**src/rtl/apb_cmd_bridge.sv**
```systemverilog
// Single-outstanding command-to-APB3 requester. One valid/ready command becomes one
// APB transfer; a bounded wait on pready turns a hung target into an error response.
module apb_cmd_bridge #(
  parameter int ADDR_W         = 32,
  parameter int DATA_W         = 32,
  parameter int TIMEOUT_CYCLES = 256
) (
  input  logic              clk,
  input  logic              rst_n,
  input  logic              cmd_valid,
  output logic              cmd_ready,
  input  logic              cmd_write,
  input  logic [ADDR_W-1:0] cmd_addr,
  input  logic [DATA_W-1:0] cmd_wdata,
  output logic              rsp_valid,
  input  logic              rsp_ready,
  output logic [DATA_W-1:0] rsp_rdata,
  output logic              rsp_err,
  output logic              rsp_timeout,
  output logic              apb_psel,
  output logic              apb_penable,
  output logic              apb_pwrite,
  output logic [ADDR_W-1:0] apb_paddr,
  output logic [DATA_W-1:0] apb_pwdata,
  input  logic [DATA_W-1:0] apb_prdata,
  input  logic              apb_pready,
  input  logic              apb_pslverr,
  output logic [1:0]        dbg_state
);

  typedef enum logic [1:0] {IDLE, SETUP, ACCESS, RESP} state_e;

  localparam int              CNT_W    = (TIMEOUT_CYCLES > 0) ? $clog2(TIMEOUT_CYCLES + 1) : 1;
  localparam logic [CNT_W-1:0] CNT_LAST = CNT_W'((TIMEOUT_CYCLES > 0) ? TIMEOUT_CYCLES - 1 : 0);
  localparam logic [CNT_W-1:0] CNT_MAX  = '1;
  localparam bit              TO_EN    = (TIMEOUT_CYCLES != 0);
  localparam logic [DATA_W-1:0] TO_DATA = DATA_W'(32'hBADD_C0DE);

  state_e            state_q, state_d;
  logic [CNT_W-1:0]  wait_cnt;
  logic              cap_write;
  logic [ADDR_W-1:0] cap_addr;
  logic [DATA_W-1:0] cap_wdata;
  logic [DATA_W-1:0] rdata_q;
  logic              err_q;
  logic              timeout_q;
  logic              timeout_hit;

  // Handshakes: a transfer on either channel happens on a rising edge where valid and
  // ready are both high; rsp_valid and rsp_* hold until rsp_ready, cmd_ready is IDLE-only.
  assign timeout_hit = TO_EN && (wait_cnt == CNT_LAST) && !apb_pready;

  always_ff @(posedge clk or negedge rst_n) begin
    if (!rst_n) state_q <= IDLE;
    else        state_q <= state_d;
  end

  always_comb begin
    state_d     = state_q;
    cmd_ready   = 1'b0;
    apb_psel    = 1'b0;
    apb_penable = 1'b0;
    rsp_valid   = 1'b0;
    case (state_q)
      IDLE: begin
        cmd_ready = rst_n;
        if (cmd_valid && rst_n) state_d = SETUP;
      end
      SETUP: begin
        apb_psel = 1'b1;
        state_d  = ACCESS;
      end
      ACCESS: begin
        apb_psel    = 1'b1;
        apb_penable = 1'b1;
        if (apb_pready || timeout_hit) state_d = RESP;
      end
      RESP: begin
        rsp_valid = 1'b1;
        if (rsp_ready) state_d = IDLE;
      end
      default: state_d = IDLE;
    endcase
  end

  always_ff @(posedge clk or negedge rst_n) begin
    if (!rst_n) begin
      wait_cnt  <= '0;
      cap_write <= 1'b0;
      cap_addr  <= '0;
      cap_wdata <= '0;
      rdata_q   <= '0;
      err_q     <= 1'b0;
      timeout_q <= 1'b0;
    end else begin
      if (state_q == IDLE && cmd_valid) begin
        cap_write <= cmd_write;
        cap_addr  <= cmd_addr;
        cap_wdata <= cmd_write ? cmd_wdata : '0;
        wait_cnt  <= '0;
      end
      // Only the ACCESS phase samples pready, so a late pready in RESP is ignored.
      if (state_q == ACCESS) begin
        if (apb_pready) begin
          rdata_q   <= cap_write ? '0 : apb_prdata;
          err_q     <= apb_pslverr;
          timeout_q <= 1'b0;
        end else if (timeout_hit) begin
          rdata_q   <= TO_DATA;
          err_q     <= 1'b1;
          timeout_q <= 1'b1;
        end else if (wait_cnt != CNT_MAX) begin
          wait_cnt <= wait_cnt + 1'b1;
        end
      end
    end
  end

  assign apb_pwrite  = cap_write;
  assign apb_paddr   = cap_addr;
  assign apb_pwdata  = cap_wdata;
  assign rsp_rdata   = rdata_q;
  assign rsp_err     = err_q;
  assign rsp_timeout = timeout_q;
  assign dbg_state   = state_q;

endmodule
```
**config.mk**
```make
export PLATFORM = sky130hd
export DESIGN_NAME = apb_cmd_bridge
export DESIGN_NICKNAME = d
export VERILOG_FILES = /design/src/rtl/apb_cmd_bridge.sv
export SDC_FILE = /design/constraint.sdc
export NUM_CORES = 1
export LEC_CHECK = 0
export ABC_AREA = 0
export BUFFER_PORTS_ARGS = -buffer_cell sky130_fd_sc_hd__buf_2
export CORE_MARGIN = 2
export CORE_UTILIZATION = 45
export CTS_BUF_LIST = sky130_fd_sc_hd__clkbuf_8
export DETAILED_ROUTE_END_ITERATION = 7
export GPL_ROUTABILITY_DRIVEN = 0
export PLACE_DENSITY = 0.75
export SYNTH_ARGS = -nofsm -noshare
export SYNTH_HDL_FRONTEND = slang
export SYNTH_SLANG_ARGS = --single-unit
export TNS_END_PERCENT = 20
```
**constraint.sdc**
```tcl
create_clock -name clk -period 4.4 [get_ports clk]
set_input_delay 0.22 -clock clk [delete_from_list [all_inputs] [get_ports clk]]
set_output_delay 0.22 -clock clk [all_outputs]
set_load 0.05 [all_outputs]
```
==> results.sh, run 1 <==
export IMPL_status="finished clean"
export IMPL_synth_edf_count=0
export IMPL_fp_dieArea_um2=10950
export IMPL_cts_tree="yes"
export IMPL_pre_cts_ws_ns=1.701
export IMPL_worstMarginPinSlew_ns=1.186
export IMPL_dp_hpwl_um=8073
export IMPL_grt_max_degree=105
export IMPL_synth_cell_type_count=32
export IMPL_area_delta_synth_final_pct=28.98
export IMPL_antennaDiodeCount=0
export IMPL_placed_area_um2=5659
export IMPL_async_flop_share_pct=100.0
export IMPL_maxSlewHeadroom_pct=20.96
export IMPL_cts_resized=0
export IMPL_path_clk_slew_ns=0.10
export IMPL_drv_cap=0
export IMPL_layoutNonFillerInstCount=758
export IMPL_die_y_um=104.7
export IMPL_fin_crit_sh_pct=62.48
export IMPL_worstHoldPathType="input pin to flop"
export IMPL_cts_buffers=9
export IMPL_via_per_inst=4.988
export IMPL_clk_path_buf_depth=2
export IMPL_core_area_um2=9819
export IMPL_vias=3781
export IMPL_antenna_found_initial=0
export IMPL_port_buffers=207
export IMPL_synth_ff_type="dfrtp_1"
export IMPL_post_cts_buffers=0
export IMPL_crit_fanout=33
export IMPL_start_kind="flop"
export IMPL_antenna_left=0
export IMPL_clk_insertion_delay_late_ns=0.36
export IMPL_fin_crit_ns=2.749
export IMPL_ys_seq_elements=110
export IMPL_cts_sink_count=110
export IMPL_clock_skew_ns=0.007254
export IMPL_nets=731
export IMPL_synthCells=430
export IMPL_io_pins=208
export IMPL_finalHoldViolations=0
export IMPL_stdcell_area_um2=5881
export IMPL_synth_area_um2=4559
export IMPL_yosysSeqAreaShare_pct=60.37
export IMPL_grt_overflow=0
export IMPL_dp_cells=742
export IMPL_drive_gt1_share_pct=41.60
export IMPL_drv_slew=0
export IMPL_fin_tns_setup_ns=0
export IMPL_initial_core_util_pct=46.43
export IMPL_grt_total_usage_pct=20.56
export IMPL_max_freq_mhz=363.7
export IMPL_grt_pass1_wl_um=18220
export IMPL_detail_route_wirelength_um=11200
export IMPL_synth_area_per_cell_um2=10.60
export IMPL_crit_arrival_ns=3.02
export IMPL_grt_pass1_vias=3766
export IMPL_first_pass_iters=4
export IMPL_rsz0062_at_grt="no"
export IMPL_required_ns=4.67
export IMPL_h_tree_depth=3
export IMPL_setup_violations=0
export IMPL_ctsRootBufferMaster="clkbuf_8"
export IMPL_yosysWarnings=0
export IMPL_fin_ws_ns=1.651
export IMPL_worstSetupEndpointType="flop"
export IMPL_die_w_um=104.7
export IMPL_drc=0
export IMPL_drt_iter0_markers=152
export IMPL_num_rows=36
export IMPL_synth_net_count=540
export IMPL_wl_per_cell_um=14.77
export IMPL_worstSetupPathType="flop to flop"
cells in the mapped netlist (all sizes together), types with 6 or more instances:
| master | instances | area, um^2 |
|---|---|---|
| buf | 6 | 33.78 |
| mux2 | 34 | 382.9 |
| nand2 | 100 | 375.4 |
| clkbuf | 23 | 86.33 |
| dfrtp | 110 | 2753 |
| nor2 | 21 | 78.83 |
| o21ai | 38 | 190.2 |
| a31oi | 24 | 150.1 |
| inv | 7 | 26.28 |
| nand3 | 22 | 110.1 |
| ha | 7 | 87.58 |
| nand2b | 19 | 118.9 |
sequential cells by signal, indices dropped and copies added, names as in the netlist:
signal,flops
rsp_err,1
wait_cnt,9
dbg_state,2
rsp_rdata,32
apb_paddr,32
apb_pwdata,32
apb_pwrite,1
rsp_timeout,1
layer usage:
layer | track usage, % | wire length (um) | up-vias | part of all wire, %
li1 | - | - | 1823 | -
met1 | 26.20 | 4713 | 1779 | 42
met2 | 34.22 | 5426 | 157 | 48
met3 | 4.492 | 778 | 22 | 6.9
met4 | 8.286 | 278 | 0 | 2.5
met5 | 0 | 0 | - | 0
per-stage QoR:
step / util (%) / hold slack (ns)
2_1_floorplan: - / -0.07559
5_1_grt: 59.89 / 0.06483
4_1_cts: 59.89 / 0.05730
3_3_place_gp: 57.63 / 0.1679
3_5_place_dp: 57.63 / 0.1706
6_report: 59.89 / 0.07776
area by class of cell:
| class | count | area [um^2] |
|---|---|---|
| Tap cell | 133 | 166.4 |
| Timing Repair Buffer | 209 | 1056 |
| Inverter | 7 | 26.28 |
| Fill cell | 911 | 3939 |
| Sequential cell | 110 | 2753 |
| Clock buffer | 9 | 123.9 |
| Clock inverter | 6 | 87.58 |
| Multi-Input combinational cell | 284 | 1668 |
cell usage in the layout, fill, tap and decap left out, types with 3 or more instances in the layout:
master	netlist	routed
nand3_1	22	22
inv_1	7	7
nor2_1	21	21
buf_2	3	206
clkinvlp_4	0	3
dfrtp_1	110	110
a31oi_1	24	24
ha_1	7	7
mux2_2	34	34
o21ai_0	37	37
clkbuf_8	0	9
nand2b_1	19	19
nand2_1	100	99
worst paths after layout:
check                              startpoint            end  slack [ns]  depth (start not counted)
worst max-delay path             dbg_state[0]  rsp_rdata[23]        1.65                          5
worst min-delay path            apb_prdata[9]   rsp_rdata[9]        0.08                          3
worst max register to register   dbg_state[0]  rsp_rdata[23]        1.65                          5
worst min register to register  rsp_rdata[24]  rsp_rdata[24]        0.48                          2
max in group asynchronous               rst_n    rsp_timeout        2.71                          3
min in group asynchronous               rst_n   dbg_state[0]        0.38                          2
critical path, cell delays in order (launching register included):
cell     delay (ns)
dfrtp_1        0.42
inv_1          0.11
ha_1           0.79
o21a_1         1.03
nor2_1         0.10
a31oi_1        0.21
cell families (layout without fill, tap and decap cells):
family	Yosys count	in the layout	synth area share (%)
AO/OA/AOI/OAI	70	70	8.891
flip-flops	110	110	60.37
buffers and inverters	36	231	3.211
AND/OR/NAND/NOR	170	170	16.58
adder cells (fa/ha/maj)	7	7	1.921
multiplexers	36	36	8.837
XOR/XNOR	1	1	0.1921
timing repair:
item | 4_1_cts | 5_1_grt
hold endpoints to repair | 28 | 0
endpoints found under the setup margin | 0 | 0
hold buffers | 1 | 0
Power of run 1 is not shown: default switching activity piles up to over one toggle a cycle in this logic, so the estimate is an artifact.
==> inputs of run 2 (changes only) <==
Settings changed: CORE_UTILIZATION 45 to 44, PLACE_DENSITY 0.75 to 0.77.
Clock period 4.4 ns to 2.4 ns, I/O delays scaled along.
==> results.sh, run 2 (same netlist as run 1, synthesis figures left out) <==
export IMPL_drv_cap=0
export IMPL_core_area_um2=10180
export IMPL_cts_tree="yes"
export IMPL_drc=0
export IMPL_area_delta_synth_final_pct=48.24
export IMPL_die_w_um=105.8
export IMPL_slowest_stage="or4b_4"
export IMPL_first_pass_iters=7
export IMPL_grt_pass1_vias=4185
export IMPL_num_rows=37
export IMPL_worstSetupEndpointType="flop"
export IMPL_max_freq_mhz=438.6
export IMPL_required_ns=2.69
export IMPL_io_pins=208
export IMPL_grt_max_degree=111
export IMPL_port_buffers=207
export IMPL_fp_dieArea_um2=11190
export IMPL_grt_overflow=0
export IMPL_cts_buffers=9
export IMPL_drt_iter0_markers=224
export IMPL_crit_fanout=7
export IMPL_finalHoldViolations=0
export IMPL_initial_core_util_pct=44.77
export IMPL_clock_skew_ns=0.01499
export IMPL_die_y_um=105.8
export IMPL_cpPeakStageDelay_ns=0.58
export IMPL_h_tree_depth=3
export IMPL_layoutNonFillerInstCount=847
export IMPL_status="finished clean"
export IMPL_reg2reg_slack_ns=0.12
export IMPL_fin_util_pct=66.36
export IMPL_grt_pass1_wl_um=19890
export IMPL_drv_slew=0
export IMPL_clk_insertion_delay_late_ns=0.37
export IMPL_path_buf_inv=1
export IMPL_fin_crit_ns=2.280
export IMPL_cp_cell_sequence="ha_1 -> and4_1 -> ha_1 -> or4b_4 -> buf_12 -> o31a_1 -> a31oi_1"
export IMPL_worstMarginPinSlew_ns=0.8846
export IMPL_critPathTopFamily="simple AND/OR/NAND/NOR gates"
export IMPL_fin_ws_ns=0.1202
export IMPL_dp_hpwl_um=7711
export IMPL_setup_violations=0
export IMPL_power_density_nw_per_um2=1535
export IMPL_final_common_cell="buf_2"
export IMPL_ctsRootBufferMaster="clkbuf_8"
export IMPL_fin_crit_sh_pct=94.99
export IMPL_cts_sink_count=110
export IMPL_antennaDiodeCount=0
export IMPL_p_leak_uw=0.003464
export IMPL_nets=816
export IMPL_worstSetupPathType="flop to flop"
export IMPL_rsz0062_at_grt="no"
export IMPL_grt_total_usage_pct=22.29
export IMPL_crit_arrival_ns=2.57
export IMPL_timing_critical_path_mode_cell="ha_1"
export IMPL_antenna_left=0
export IMPL_start_kind="flop"
export IMPL_vdd_drop_max_mv=0.9229
export IMPL_vias=4123
export IMPL_fillers=785
export IMPL_drive_gt1_share_pct=38.54
export IMPL_detail_route_wirelength_um=12450
export IMPL_clk_path_buf_depth=2
export IMPL_fin_tns_setup_ns=0
export IMPL_most_common_layout_cells="buf_2 (206), dfrtp_1 (110), nand2_1 (99), dlygate4sd3_1 (74), o21ai_0 (37)"
export IMPL_pre_cts_ws_ns=0.08794
export IMPL_via_per_inst=4.868
export IMPL_wl_per_cell_um=14.70
export IMPL_antenna_found_initial=0
export IMPL_dp_cells=754
export IMPL_path_clk_slew_ns=0.11
export IMPL_worstHoldPathType="input pin to flop"
export IMPL_maxSlewHeadroom_pct=40.91
==> run 2: cell types whose count changed in the layout (fill, tap and decap cells not counted), sizes merged <==
cell         delta
dlygate4sd3    +73
buf            +12
inv             +3
clkinvlp        -2
bufinv          -1
clkbuf          +1
==> run 2: worst paths after layout <==
check                               from              to  cells past startpoint
hold reg to reg            rsp_rdata[11]   rsp_rdata[11]                      2
setup / recovery             wait_cnt[0]     wait_cnt[6]                      7
max in group asynchronous          rst_n  apb_pwdata[29]                      3
min in group asynchronous          rst_n   rsp_rdata[27]                      3
setup reg to reg             wait_cnt[0]     wait_cnt[6]                      7
hold / removal              cmd_wdata[1]   apb_pwdata[1]                      3
==> run 2: cell type report <==
cell class	instances	area (um^2)	share of cell area [%]
clock inverter	6	75.07	1.111
tap	136	170.2	2.518
timing repair buffer	294	1927	28.51
inverter	7	26.28	0.3887
multi-input combinational	284	1670	24.71
sequential	110	2753	40.73
clock buffer	10	137.6	2.036
==> run 2: timing repair <==
| item | in CTS | in global routing |
|---|---|---|
| resized for setup | 0 | 0 |
| setup endpoints to repair | 0 | 1 |
| hold buffers | 74 | 0 |
| hold endpoints to repair | 183 | 0 |
| setup buffers | 0 | 3 |
==> run 2: per-layer routing <==
metal | part of all wire (%) | GRT usage (%) | vias up
li1 | - | - | 1998
met1 | 40 | 26.08 | 1963
met2 | 53 | 40.65 | 149
met3 | 6.4 | 5.071 | 13
met4 | 1.2 | 6.673 | 0
met5 | 0 | 0 | -
==> run 2: worst reg2reg max path: stages (launching register included) <==
cell	delay [ns]
dfrtp_1	0.43
ha_1	0.26
and4_1	0.22
ha_1	0.19
or4b_4	0.58
buf_12	0.16
o31a_1	0.23
a31oi_1	0.14
==> run 2: power breakdown <==
group          leakage, uW  switching [uW]  internal, uW
sequential         0.00137             470          2710
clock             0.000105             658           529
combinational      0.00199            4450          1550
==> run 2: per-stage QoR <==
stage / hold WS [ns] / area [um^2] / power [uW]
global route: -0.002157 / 6759 / 10930
finish: 0.007457 / 6759 / 10380
CTS: 0.0004198 / 6724 / 10350
detailed placement: 0.2886 / 5771 / 9087
global placement: 0.2857 / 5771 / 8935
floorplan: -0.1756 / 4562 / 7634
Note: power is estimated with default switching activity, not from simulation.
==> inputs of run 3 (changes only) <==
Settings changed: HOLD_SLACK_MARGIN from default to 0.12.
==> results.sh, run 3 (same netlist as run 1, synthesis figures left out) <==
export IMPL_worstMarginPinSlew_ns=0.8907
export IMPL_path_clk_slew_ns=0.10
export IMPL_fin_ws_ns=0.1244
export IMPL_drc=0
export IMPL_drv_cap=0
export IMPL_setup_violations=0
export IMPL_core_area_um2=10180
export IMPL_power_density_nw_per_um2=1487
export IMPL_final_common_cell="buf_2"
export IMPL_clk_path_buf_depth=2
export IMPL_first_pass_iters=4
export IMPL_h_tree_depth=3
export IMPL_dp_hpwl_um=7711
export IMPL_detail_route_wirelength_um=12790
export IMPL_fp_dieArea_um2=11190
export IMPL_io_pins=208
export IMPL_nets=840
export IMPL_ff_latch_area_um2=2753
export IMPL_ctsRootBufferMaster="clkbuf_8"
export IMPL_cts_sink_count=110
export IMPL_die_w_um=105.8
export IMPL_wl_per_cell_um=14.69
export IMPL_antenna_left=0
export IMPL_grt_total_usage_pct=23.17
export IMPL_clk_insertion_delay_late_ns=0.36
export IMPL_met3_usage_pct=5.257
export IMPL_grt_pass1_wl_um=20740
export IMPL_fin_util_pct=68.72
export IMPL_clock_skew_ns=0.01157
export IMPL_met1_usage_pct=27.28
export IMPL_area_delta_synth_final_pct=53.51
export IMPL_stdcell_area_um2=6999
export IMPL_grt_pass1_vias=4449
export IMPL_crit_fanout=7
export IMPL_most_common_layout_cells="buf_2 (206), dfrtp_1 (110), nand2_1 (99), dlygate4sd3_1 (98), o21ai_0 (37)"
export IMPL_fillers=738
export IMPL_initial_core_util_pct=44.77
export IMPL_maxSlewHeadroom_pct=40.50
export IMPL_worstHoldPathType="input pin to flop"
export IMPL_cpPeakStageDelay_ns=0.58
export IMPL_met2_usage_pct=41.61
export IMPL_crit_arrival_ns=2.56
export IMPL_worstSetupPathType="flop to flop"
export IMPL_vdd_drop_max_mv=0.9193
export IMPL_status="finished clean"
export IMPL_cts_buffers=9
export IMPL_die_y_um=105.8
export IMPL_grt_busiest_layer="met2"
export IMPL_drive_gt1_share_pct=37.28
export IMPL_drt_iter0_markers=208
export IMPL_via_per_inst=4.897
export IMPL_slowest_stage="or4b_4"
export IMPL_required_ns=2.69
export IMPL_antennaDiodeCount=0
export IMPL_port_buffers=207
export IMPL_worstSetupEndpointType="flop"
export IMPL_start_kind="flop"
export IMPL_pre_cts_ws_ns=0.08794
export IMPL_fin_crit_sh_pct=94.82
export IMPL_timing_critical_path_mode_cell="ha_1"
export IMPL_cts_tree="yes"
export IMPL_fin_crit_ns=2.276
export IMPL_finalHoldViolations=0
export IMPL_cp_cell_sequence="ha_1 -> and4_1 -> ha_1 -> or4b_4 -> buf_12 -> o31a_1 -> a31oi_1"
export IMPL_multi_input_area_um2=1670
export IMPL_grt_overflow=0
export IMPL_vias=4265
export IMPL_drv_slew=0
export IMPL_placed_area_um2=5771
export IMPL_max_freq_mhz=439.5
export IMPL_fin_tns_setup_ns=0
export IMPL_grt_max_degree=111
export IMPL_num_rows=37
export IMPL_p_leak_uw=0.003564
export IMPL_antenna_found_initial=0
-- run 3: what timing repair did --
action,CTS,global route
hold buffers,98,0
setup buffers,0,3
hold endpoints to repair,207,0
endpoints found under the setup margin,0,1
gates resized for setup,0,0
-- run 3: report_power, final --
| part | switching, uW | internal, uW | total (uW) |
|---|---|---|---|
| Sequential | 462 | 2710 | 3170 |
| Combinational | 4480 | 1580 | 6050 |
| Clock | 649 | 529 | 1180 |
| Total | 5590 | 4820 | 10400 |
-- run 3: worst max-delay path, delay by kind of cell (launching register included) --
family	cells	cell delay, ns
flip-flops	1	0.43
AND/OR/NAND/NOR	2	0.80
AO/OA/AOI/OAI	2	0.37
buffers and inverters	1	0.16
adder cells (fa/ha/maj)	2	0.45
-- run 3: path summary, 6_finish.rpt --
path / startpoint / endpoint / slack (ns) / cells after the start
min in group asynchronous: rst_n / rsp_rdata[23] / 0.41 / 3
hold / removal: apb_pready / rsp_rdata[15] / 0.24 / 2
hold reg to reg: rsp_rdata[11] / rsp_rdata[11] / 0.48 / 2
setup / recovery: wait_cnt[0] / wait_cnt[6] / 0.12 / 7
setup reg to reg: wait_cnt[0] / wait_cnt[6] / 0.12 / 7
max in group asynchronous: rst_n / apb_pwdata[29] / 1.55 / 3
-- run 3: per-layer routing --
layer / routed length, um / part of all wire [%]
met1: 5065 / 40
met2: 6632 / 52
met3: 889 / 7.0
met4: 204 / 1.6
met5: 0 / 0
-- run 3: per-stage QoR --
| step | power [uW] | cells | hold slack, ns |
|---|---|---|---|
| 2_1_floorplan | 7634 | 430 | -0.1756 |
| 3_3_place_gp | 8935 | 754 | 0.2857 |
| 3_5_place_dp | 9087 | 754 | 0.2886 |
| 4_1_cts | 10380 | 868 | 0.2212 |
| 5_1_grt | 10960 | 871 | 0.2521 |
| 6_report | 10410 | 871 | 0.2420 |
-- run 3: layout make-up --
type                            instances  share of cell area [%]
Clock buffer                           10                   1.966
Multi-Input combinational cell        284                   23.86
Tap cell                              136                   2.431
Clock inverter                          6                   1.073
Timing Repair Buffer                  318                   30.96
Inverter                                7                  0.3754
Sequential cell                       110                   39.33
